===== src/rtl/mips_pkg.sv =====
// Shared types and constants for the MIPS fetch front end.
package mips_pkg;

  typedef enum logic [1:0] {
    BOOT = 2'd0,
    RUN  = 2'd1,
    HALT = 2'd2
  } fetch_state_t;

  typedef enum logic [1:0] {
    SEQ    = 2'd0,
    BRANCH = 2'd1,
    JUMP   = 2'd2,
    JREG   = 2'd3
  } next_pc_sel_t;

  localparam logic [31:0] NOP_INSTR  = 32'h0000_0000;
  localparam logic [31:0] WORD_BYTES = 32'd4;

endpackage


===== src/rtl/fetch_pc_unit_if.sv =====
// Fetch control/status bundle between the datapath (master) and fetch_pc_unit (slave).
// Optional FETCH_PERF_CNT_EN adds the fetch/redirect counter outputs.
interface fetch_pc_unit_if;
  logic        stall;
  logic [31:0] instruction;
  logic        branch_taken;
  logic [31:0] branch_offset;
  logic        jump;
  logic [25:0] jump_index;
  logic        jump_reg;
  logic [31:0] jr_target;
  logic [31:0] pc;
  logic [31:0] pc_plus4;
  logic        halted;
  logic        misaligned;
`ifdef FETCH_PERF_CNT_EN
  logic [31:0] fetch_count;
  logic [31:0] redirect_count;
`endif

  // There is no valid/ready pair: every control input is sampled on each
  // rising edge in RUN unless stall is high, and pc/status are always valid.
  modport master (
    output stall, instruction, branch_taken, branch_offset,
           jump, jump_index, jump_reg, jr_target,
    input  pc, pc_plus4, halted, misaligned
`ifdef FETCH_PERF_CNT_EN
    , input fetch_count, redirect_count
`endif
  );

  modport slave (
    input  stall, instruction, branch_taken, branch_offset,
           jump, jump_index, jump_reg, jr_target,
    output pc, pc_plus4, halted, misaligned
`ifdef FETCH_PERF_CNT_EN
    , output fetch_count, redirect_count
`endif
  );
endinterface


===== src/rtl/next_pc_mux.sv =====
// Combinational next-PC select: jump_reg > jump > branch_taken > sequential.
module next_pc_mux
  import mips_pkg::*;
(
  input  logic [31:0]  pc_i,
  input  logic         branch_taken_i,
  input  logic [31:0]  branch_offset_i,
  input  logic         jump_i,
  input  logic [25:0]  jump_index_i,
  input  logic         jump_reg_i,
  input  logic [31:0]  jr_target_i,
  output logic [31:0]  pc_plus4_o,
  output logic [31:0]  next_pc_o,
  output next_pc_sel_t sel_o,
  output logic         jr_misaligned_o
);

  always_comb begin
    pc_plus4_o      = pc_i + WORD_BYTES;
    jr_misaligned_o = (jr_target_i[1:0] != 2'b00);
    sel_o           = SEQ;
    if (jump_reg_i)          sel_o = JREG;
    else if (jump_i)         sel_o = JUMP;
    else if (branch_taken_i) sel_o = BRANCH;

    // Branch offset is in words; the shift drops bits [31:30] on purpose.
    case (sel_o)
      JREG:    next_pc_o = {jr_target_i[31:2], 2'b00};
      JUMP:    next_pc_o = {pc_plus4_o[31:28], jump_index_i, 2'b00};
      BRANCH:  next_pc_o = pc_plus4_o + (branch_offset_i << 2);
      default: next_pc_o = pc_plus4_o;
    endcase
  end

endmodule


===== src/rtl/fetch_pc_unit.sv =====
// Program counter, BOOT/RUN/HALT sequencer and NOP-run halt detector.
// Optional FETCH_PERF_CNT_EN adds saturating fetch_count / redirect_count.
module fetch_pc_unit
  import mips_pkg::*;
#(
  parameter logic [31:0] RESET_PC       = 32'h0000_0000,
  parameter int          HALT_NOP_COUNT = 4,
  parameter int          NOP_CNT_W      = 4
) (
  input  logic         clk,
  input  logic         rst_n,
  fetch_pc_unit_if.slave bus,
  output fetch_state_t state_dbg_o
);

  fetch_state_t         state_q;
  logic [31:0]          pc_q;
  logic [NOP_CNT_W-1:0] nop_cnt_q;
  logic                 halted_q;
  logic                 misaligned_q;

  logic [31:0]          pc_plus4;
  logic [31:0]          next_pc;
  next_pc_sel_t         sel;
  logic                 jr_misaligned;
  logic                 fetch_go;
  logic                 is_nop;
  logic [NOP_CNT_W:0]   nop_cnt_d;
  logic                 halt_hit;

  next_pc_mux u_next_pc_mux (
    .pc_i            (pc_q),
    .branch_taken_i  (bus.branch_taken),
    .branch_offset_i (bus.branch_offset),
    .jump_i          (bus.jump),
    .jump_index_i    (bus.jump_index),
    .jump_reg_i      (bus.jump_reg),
    .jr_target_i     (bus.jr_target),
    .pc_plus4_o      (pc_plus4),
    .next_pc_o       (next_pc),
    .sel_o           (sel),
    .jr_misaligned_o (jr_misaligned)
  );

  always_comb begin
    fetch_go  = (state_q == RUN) && !bus.stall;
    is_nop    = (bus.instruction == NOP_INSTR);
    nop_cnt_d = {1'b0, nop_cnt_q} + 1'b1;
    // The counter is one wider than stored so the compare sees the value it would reach.
    halt_hit  = (HALT_NOP_COUNT > 0) && is_nop && (int'(nop_cnt_d) == HALT_NOP_COUNT);
  end

  always_ff @(posedge clk or negedge rst_n) begin
    if (!rst_n) begin
      state_q      <= BOOT;
      pc_q         <= RESET_PC;
      nop_cnt_q    <= '0;
      halted_q     <= 1'b0;
      misaligned_q <= 1'b0;
    end else begin
      case (state_q)
        BOOT: state_q <= RUN;
        RUN: begin
          if (fetch_go) begin
            pc_q <= next_pc;
            if ((sel == JREG) && jr_misaligned) misaligned_q <= 1'b1;
            if (HALT_NOP_COUNT > 0) begin
              if (is_nop) nop_cnt_q <= nop_cnt_d[NOP_CNT_W-1:0];
              else        nop_cnt_q <= '0;
              if (halt_hit) begin
                state_q  <= HALT;
                halted_q <= 1'b1;
              end
            end
          end
        end
        HALT:    state_q <= HALT;
        default: state_q <= BOOT;
      endcase
    end
  end

`ifdef FETCH_PERF_CNT_EN
  logic [31:0] fetch_cnt_q;
  logic [31:0] redirect_cnt_q;

  always_ff @(posedge clk or negedge rst_n) begin
    if (!rst_n) begin
      fetch_cnt_q    <= '0;
      redirect_cnt_q <= '0;
    end else if (fetch_go) begin
      if (fetch_cnt_q != 32'hFFFF_FFFF) fetch_cnt_q <= fetch_cnt_q + 32'd1;
      if ((sel != SEQ) && (redirect_cnt_q != 32'hFFFF_FFFF))
        redirect_cnt_q <= redirect_cnt_q + 32'd1;
    end
  end

  assign bus.fetch_count    = fetch_cnt_q;
  assign bus.redirect_count = redirect_cnt_q;
`endif

  assign bus.pc         = pc_q;
  assign bus.pc_plus4   = pc_plus4;
  assign bus.halted     = halted_q;
  assign bus.misaligned = misaligned_q;
  assign state_dbg_o    = state_q;

endmodule


===== src/flat_wrapper.sv =====
// flat-port wrapper written by rule: the top's interface ports become plain ports
module fetch_pc_unit_flat import mips_pkg::*;
#(
  parameter logic [31:0] RESET_PC       = 32'h0000_0000,
  parameter int          HALT_NOP_COUNT = 4,
  parameter int          NOP_CNT_W      = 4
)
  (clk, rst_n, state_dbg_o, bus_stall, bus_instruction, bus_branch_taken, bus_branch_offset, bus_jump, bus_jump_index, bus_jump_reg, bus_jr_target, bus_pc, bus_pc_plus4, bus_halted, bus_misaligned);
  fetch_pc_unit_if bus_i ();
  input  logic clk;
  input  logic rst_n;
  output fetch_state_t state_dbg_o;
  input wire logic [$bits(bus_i.stall)-1:0] bus_stall;
  input wire logic [$bits(bus_i.instruction)-1:0] bus_instruction;
  input wire logic [$bits(bus_i.branch_taken)-1:0] bus_branch_taken;
  input wire logic [$bits(bus_i.branch_offset)-1:0] bus_branch_offset;
  input wire logic [$bits(bus_i.jump)-1:0] bus_jump;
  input wire logic [$bits(bus_i.jump_index)-1:0] bus_jump_index;
  input wire logic [$bits(bus_i.jump_reg)-1:0] bus_jump_reg;
  input wire logic [$bits(bus_i.jr_target)-1:0] bus_jr_target;
  output wire logic [$bits(bus_i.pc)-1:0] bus_pc;
  output wire logic [$bits(bus_i.pc_plus4)-1:0] bus_pc_plus4;
  output wire logic [$bits(bus_i.halted)-1:0] bus_halted;
  output wire logic [$bits(bus_i.misaligned)-1:0] bus_misaligned;
  assign bus_i.stall = bus_stall;
  assign bus_i.instruction = bus_instruction;
  assign bus_i.branch_taken = bus_branch_taken;
  assign bus_i.branch_offset = bus_branch_offset;
  assign bus_i.jump = bus_jump;
  assign bus_i.jump_index = bus_jump_index;
  assign bus_i.jump_reg = bus_jump_reg;
  assign bus_i.jr_target = bus_jr_target;
  assign bus_pc = bus_i.pc;
  assign bus_pc_plus4 = bus_i.pc_plus4;
  assign bus_halted = bus_i.halted;
  assign bus_misaligned = bus_i.misaligned;
  fetch_pc_unit #(.RESET_PC(RESET_PC), .HALT_NOP_COUNT(HALT_NOP_COUNT), .NOP_CNT_W(NOP_CNT_W)) u_core (.clk(clk), .rst_n(rst_n), .bus(bus_i), .state_dbg_o(state_dbg_o));
endmodule

===== config.mk =====
export PLATFORM = sky130hd
export DESIGN_NAME = fetch_pc_unit_flat
export DESIGN_NICKNAME = d
export VERILOG_FILES = /design/src/rtl/mips_pkg.sv /design/src/rtl/fetch_pc_unit_if.sv /design/src/rtl/next_pc_mux.sv /design/src/rtl/fetch_pc_unit.sv /design/src/flat_wrapper.sv
export SDC_FILE = /design/constraint.sdc
export NUM_CORES = 1
export LEC_CHECK = 0
export ABC_AREA = 1
export BUFFER_PORTS_ARGS = -buffer_cell sky130_fd_sc_hd__buf_2
export CORE_MARGIN = 5
export CORE_UTILIZATION = 45
export DETAILED_ROUTE_END_ITERATION = 7
export GPL_TIMING_DRIVEN = 0
export HOLD_SLACK_MARGIN = 0.02
export PLACE_DENSITY = 0.84
export SYNTH_ARGS = -nofsm -noshare
export SYNTH_HDL_FRONTEND = slang
export SYNTH_SLANG_ARGS = --single-unit

===== constraint.sdc =====
create_clock -name clk -period 2.65 [get_ports clk]
set_input_delay 0.1325 -clock clk [delete_from_list [all_inputs] [get_ports clk]]
set_output_delay 0.1325 -clock clk [all_outputs]
set_load 0.02 [all_outputs]

# == After elaboration in Yosys (flattened, before gate mapping) ==
# Index checks and enable logic that the tools add are counted.
# classes
add_sub_neg,3
reduce_logical,11
muxes,8
eq_ne,8
# op_table
op,count
case mux 32 bit (3 select lines),1
"adder 32 x 3 -> 32 bit, second input constant",1
adder 32 bit,1
logical NOT 32 bit,1
two-way mux 2 bit,4
"== test 2 bit, second input constant",3
case mux 2 bit (3 select lines),1
AND reduction 3 bit,2
"adder 4 x 1 -> 5 bit, second input constant",1
"== test 5 x 4 -> 1 bit, second input constant",1
"== test 2 x 1 -> 1 bit, second input constant",2
two-way mux 4 bit,1
"!= test 2 x 1 -> 1 bit, second input constant",2
AND reduction 2 bit,2
logical AND 1 bit,3
logical NOT 2 bit,1
nonzero test 2 bit,1
logical NOT 1 bit,1
two-way mux 1 bit,1
# word_totals
out_inout_bits,68
inputBits,128
reg_bits,40
elab_cells,35

# == Longest topological paths before layout ==
# logic_depth
depth_word,6
mapped_depth,25
ltp_nobuf,25

# == Hierarchy ==
# Synthesis repeated with hierarchy kept, for this count alone.
# unflattened
cells_unflattened,937
area_unflattened_um2,5416.4
# modules_own_cells
module,cells_each,seq_area_each_um2,instances,area_per_inst_um2
next_pc_mux,727,0.0,1,3679.8
fetch_pc_unit,210,1001.0,1,1736.7

# == Worst setup path after synthesis ==
# OpenSTA, ideal clock, no wires.
# synth_path
kind,register -> register
from,"reg u_core.pc_q[3], in the netlist u_core.bus.pc[3]"
to,"reg u_core.pc_q[15], in the netlist u_core.bus.pc[15]"
n_path_buf,0
setup_time_ns,0.124
stages_incl_launch_ff,19
synth_period_minus_slack_ns,3.098
arrival_time_ns,2.973
setup_slack_ns,-0.448
required_ns,2.526
path_cell_list,dfrtp_1 ha_1 nand2_1 inv_1 nand3_1 nor2_2 xor2_1 ha_1 nand2_1 inv_1 nand2_1 nand2_1 a21oi_1 nand2_1 or2_0 nand3_1 nand2_1 o211ai_1 nand2_1
# synth_between
elab_chain_cells,3
# synth_lines
item,line,source
start: declaration,fetch_pc_unit.sv:17,logic [31:0] pc_q;
start signal: assignment,fetch_pc_unit.sv:65,pc_q <= next_pc;
adder 32 x 3 -> 32 bit,next_pc_mux.sv:19,pc_plus4_o = pc_i + WORD_BYTES;
via bus_pc_plus4[14],flat_wrapper.sv:22,output wire logic [$bits(bus_i.pc_plus4)-1:0] bus_pc_plus4;
adder 32 bit,next_pc_mux.sv:30,BRANCH: next_pc_o = pc_plus4_o + (branch_offset_i << 2);
case mux 32 bit (3 select lines),next_pc_mux.sv:27,case (sel_o)
# The timed path passes the listed nets, and every way through them passes these cells.
# A chain may end at the register's enable or synchronous reset.

# == Worst setup path in the final report ==
# layout_path
from,"reg u_core.pc_q[3], in the netlist u_core.bus.pc[3]"
to,"reg u_core.pc_q[22], in the netlist u_core.bus.pc[22]"
# layout_between
elab_chain_cells,3
# layout_lines
item,line
adder 32 x 3 -> 32 bit *,next_pc_mux.sv:19
adder 32 bit,next_pc_mux.sv:30
case mux 32 bit (3 select lines) *,next_pc_mux.sv:27
# Every way passes the cells marked *; elsewhere a longest branch is shown, timed or not.

==> flow_summary.toml <==
[detailed_routing]
drtPass1Iterations = 8
wl_met1_mm = 8.84
wl_met2_mm = 12.2
via_per_inst = 5.95
via_count = 8167
drt_wl_total_mm = 25.8
drtIter0Drc = 897
wl_per_cell_microns = 18.8
final_antenna_net_count = 0
drc = 0
highest_layer = "met4"
dr_wl_met3_mm = 2.81

[cts]
cts_made_buffers = 5
numClockSinks = 38
clk-insertion-delay-late_ns = 0.29
clock_path_buffers = 2
htree_levels = 2
cts_root_buf = "clkbuf_16"
clkTransAtPathRegs_ns = 0.06
cts_tree = "done"

[yosys]
synthTopCellsByCount = "nand2_1 (341), inv_1 (146), nor2_1 (91)"
synth.most_common_cell = "nand2_1"
synthFlopType = "dfrtp_1"
synth_enable_flop_cells = 0
syn_inst = 966
yosys.area.top_type_share_pct = 23.2
avgSynthCellArea_sq_um = 5.72
synth_area_leaders = "nand2_1 (23%), dfrtp_1 (17%), inv_1 (9.9%)"
synth_top_cell_by_area = "nand2_1"
netlist-cell-type-count = 40
synth-seq-area-share_pct = 17.2
synth_async_sr_flop_share_pct = 100
ys_warn_count = 0
synth_seq_cells = 38
syn_area_sq_um = 5530

[final_layout]
final_cells = 1373
syn_to_final_growth_pct = 54.1
num-fill-cells = 900
drive_gt1_share_pct = 43.1
nNetsFinal = 1391

[pwr]
p_seq_share_pct = 19.1
power_density_nw_per_um2 = 463
ir_worst_vdd_uv = 334
p_int_mw = 1.98
p_leak_nw = 4.49
power.switching_mw = 1.97
combPwrFrac_pct = 65.0
switching_share_pct = 49.8
pwr-share-clk_pct = 15.9

[timing]
min_period_ns = 3.03
setup_viol = 24
slew_headroom_pct = 41.2
finClkSkew_ns = 0.00650
tightest_slew_ns = 0.881
min_period_over_period_pct = 114
maxSlewViolCount = 0
max_freq_ghz = 0.330
rsz0062_at_grt = "yes"
fin_ws_ns = -0.376
fin_tns_setup_ns = -5.03
hold_viol = 0

[global_routing]
grt.total_usage_pct = 32.0
grt_pass1_wl_mm = 37.3
antenna_found_initial = 1
grt_overflow_total = 0
first_global_vias = 7602
grt_max_degree = 39

[run_status]
status = "finished with violations"
violations = "setup timing"

[min_path]
hold_start = "bus_jr_target[0]"
min_path_cells = 3
hold_end = "u_core.bus.misaligned$_DFFE_PN0P_"
min_path_type = "in -> reg"

[critical_path]
crit_required_ns = 2.81
setup.worst_path.start_class = "flop"
cp-end-kind = "flop"
rrSetupSlack_ns = -0.38
reg2reg_depth = 20
timing.critical_path.from = "u_core.bus.pc[3]$_DFFE_PN0P_"
reg2reg_to = "u_core.bus.pc[22]$_DFFE_PN0P_"
critPathKind = "reg -> reg"
critical_path.max_fanout = 5
critPathArrivalTime_ns = 3.18
regToRegStartpoint = "u_core.bus.pc[3]$_DFFE_PN0P_"

[placement]
globalplace.congestion = 0.989
port_buffers = 188
dp.cells = 1304
dpl.hpwl_mm = 17.9

[die]
core_sq_um = 12000
rows = 40
die_h_microns = 121
io_pins = 196
die_x_microns = 121
die_area_sq_um = 14600
start_util_pct = 46.0

[run]
maxCapViolations = 0
## metrics by stage
step	instance area [sq um]	worst slack [ns]	hold WS, ns	utilization, %	power (mW)
floorplan	5760	-0.109	-0.163	-	1.98
global placement	6890	-0.449	0.281	57.3	2.53
detailed placement	6890	-0.497	0.288	57.3	2.57
CTS	7950	-0.148	0.132	66.2	3.54
global route	8520	-0.502	0.139	70.9	4.13
finish	8520	-0.376	0.126	70.9	3.95
## what timing repair did
| action | in CTS | in global routing |
|---|---|---|
| setup endpoints to repair | 23 | 25 |
| gates resized for setup | 131 | 125 |
| hold endpoints to repair | 38 | 0 |
| pin swaps | 56 | 80 |
| hold buffers | 1 | 0 |
| setup buffers | 47 | 13 |
## sequential cells by signal, indices dropped and copies added (netlist names)
| signal | count |
|---|---|
| u_core.bus.misaligned | 1 |
| u_core.state_dbg_o | 2 |
| u_core.nop_cnt_q | 4 |
| u_core.bus.pc | 30 |
| u_core.bus.halted | 1 |
## cell families (layout without fill, tap and decap cells)
group           after synthesis  count (layout)  synth area share (%)
simple gates                571             571                  44.6
buf+inv                     175             431                  12.4
compound gates              122             122                  13.5
fa+ha+maj                    39              39                  8.96
flops                        38              38                  17.2
xor+xnor                     20              20                  3.30
other cells                   1               5                0.0678
## layout make-up
cell class                      instances  area (sq um)  share of cell area (%)
Antenna cell                            1          2.50                  0.0294
Multi-Input combinational cell        756          5090                    59.8
Clock buffer                            6           139                    1.63
Sequential cell                        38           973                    11.4
Inverter                              149           567                    6.65
Tap cell                              147           184                    2.16
Timing Repair Buffer                  249          1430                    16.7
Clock inverter                          2          12.5                   0.147
Buffer                                 25           121                    1.42
## critical path, stage by stage (launching register included)
cell and delay (ns):
dfrtp_2 0.44, ha_4 0.17, nand2_4 0.06, nor2_4 0.12
nand2_4 0.10, nor3_4 0.30, nand2_1 0.11, o21ai_2 0.21
inv_2 0.08, ha_4 0.33, nand2_8 0.09, nor3_1 0.15
nand2_1 0.12, nand3_2 0.10, inv_1 0.06, nand3_1 0.08
nand2_1 0.05, nand3_1 0.07, nand2_1 0.06, nand2_1 0.11
o21ai_1 0.08
## power by group through the flow
| stage | registers, mW | logic [mW] | clock network, mW |
|---|---|---|---|
| finish | 0.755 | 2.57 | 0.626 |
| global route | 0.763 | 2.72 | 0.644 |
| CTS | 0.743 | 2.17 | 0.620 |
| detailed placement | 0.773 | 1.79 | 0 |
| global placement | 0.768 | 1.76 | 0 |
| floorplan | 0.831 | 1.14 | 0 |
## how the worst max path moves through the flow
stage | cells past startpoint | endpoint | slack [ns]
2_1_floorplan | 20 | u_core.bus.pc[21]$_DFFE_PN0P_ | -0.11
3_3_place_gp | 19 | u_core.bus.pc[29]$_DFFE_PN0P_ | -0.45
3_5_place_dp | 19 | u_core.bus.pc[29]$_DFFE_PN0P_ | -0.50
4_1_cts | 20 | u_core.bus.pc[29]$_DFFE_PN0P_ | -0.15
5_1_grt | 20 | u_core.bus.pc[30]$_DFFE_PN0P_ | -0.50
6_report | 20 | u_core.bus.pc[22]$_DFFE_PN0P_ | -0.38
## metal layers
layer	up-vias	track usage (%)
met5	-	0
met4	0	16.6
met3	186	4.58
met2	673	56.7
met1	3706	37.2
li1	3602	-
## cells in the final DEF (no fill, tap or decap), types with 6 or more instances in the layout
master,netlist,routed
dfrtp_1,38,20
nand2_4,3,17
o21bai_1,9,7
a21oi_2,0,15
clkbuf_1,13,13
buf_2,8,195
nand4_1,22,22
o211ai_1,7,7
nor2_2,6,18
nor3_2,1,7
nand2_1,341,278
a21oi_1,45,29
nor2_4,6,25
ha_1,38,16
xor2_4,0,6
xor2_2,1,7
o21ai_1,8,12
dfrtp_2,0,18
ha_4,0,22
o21ai_0,25,17
nand3_1,77,52
inv_1,146,116
nor2_1,91,60
nand2_2,2,50
inv_2,3,30
a221oi_1,18,18
nand3_2,0,22
buf_4,5,61
No activity file was read; power rests on OpenSTA's default activity.
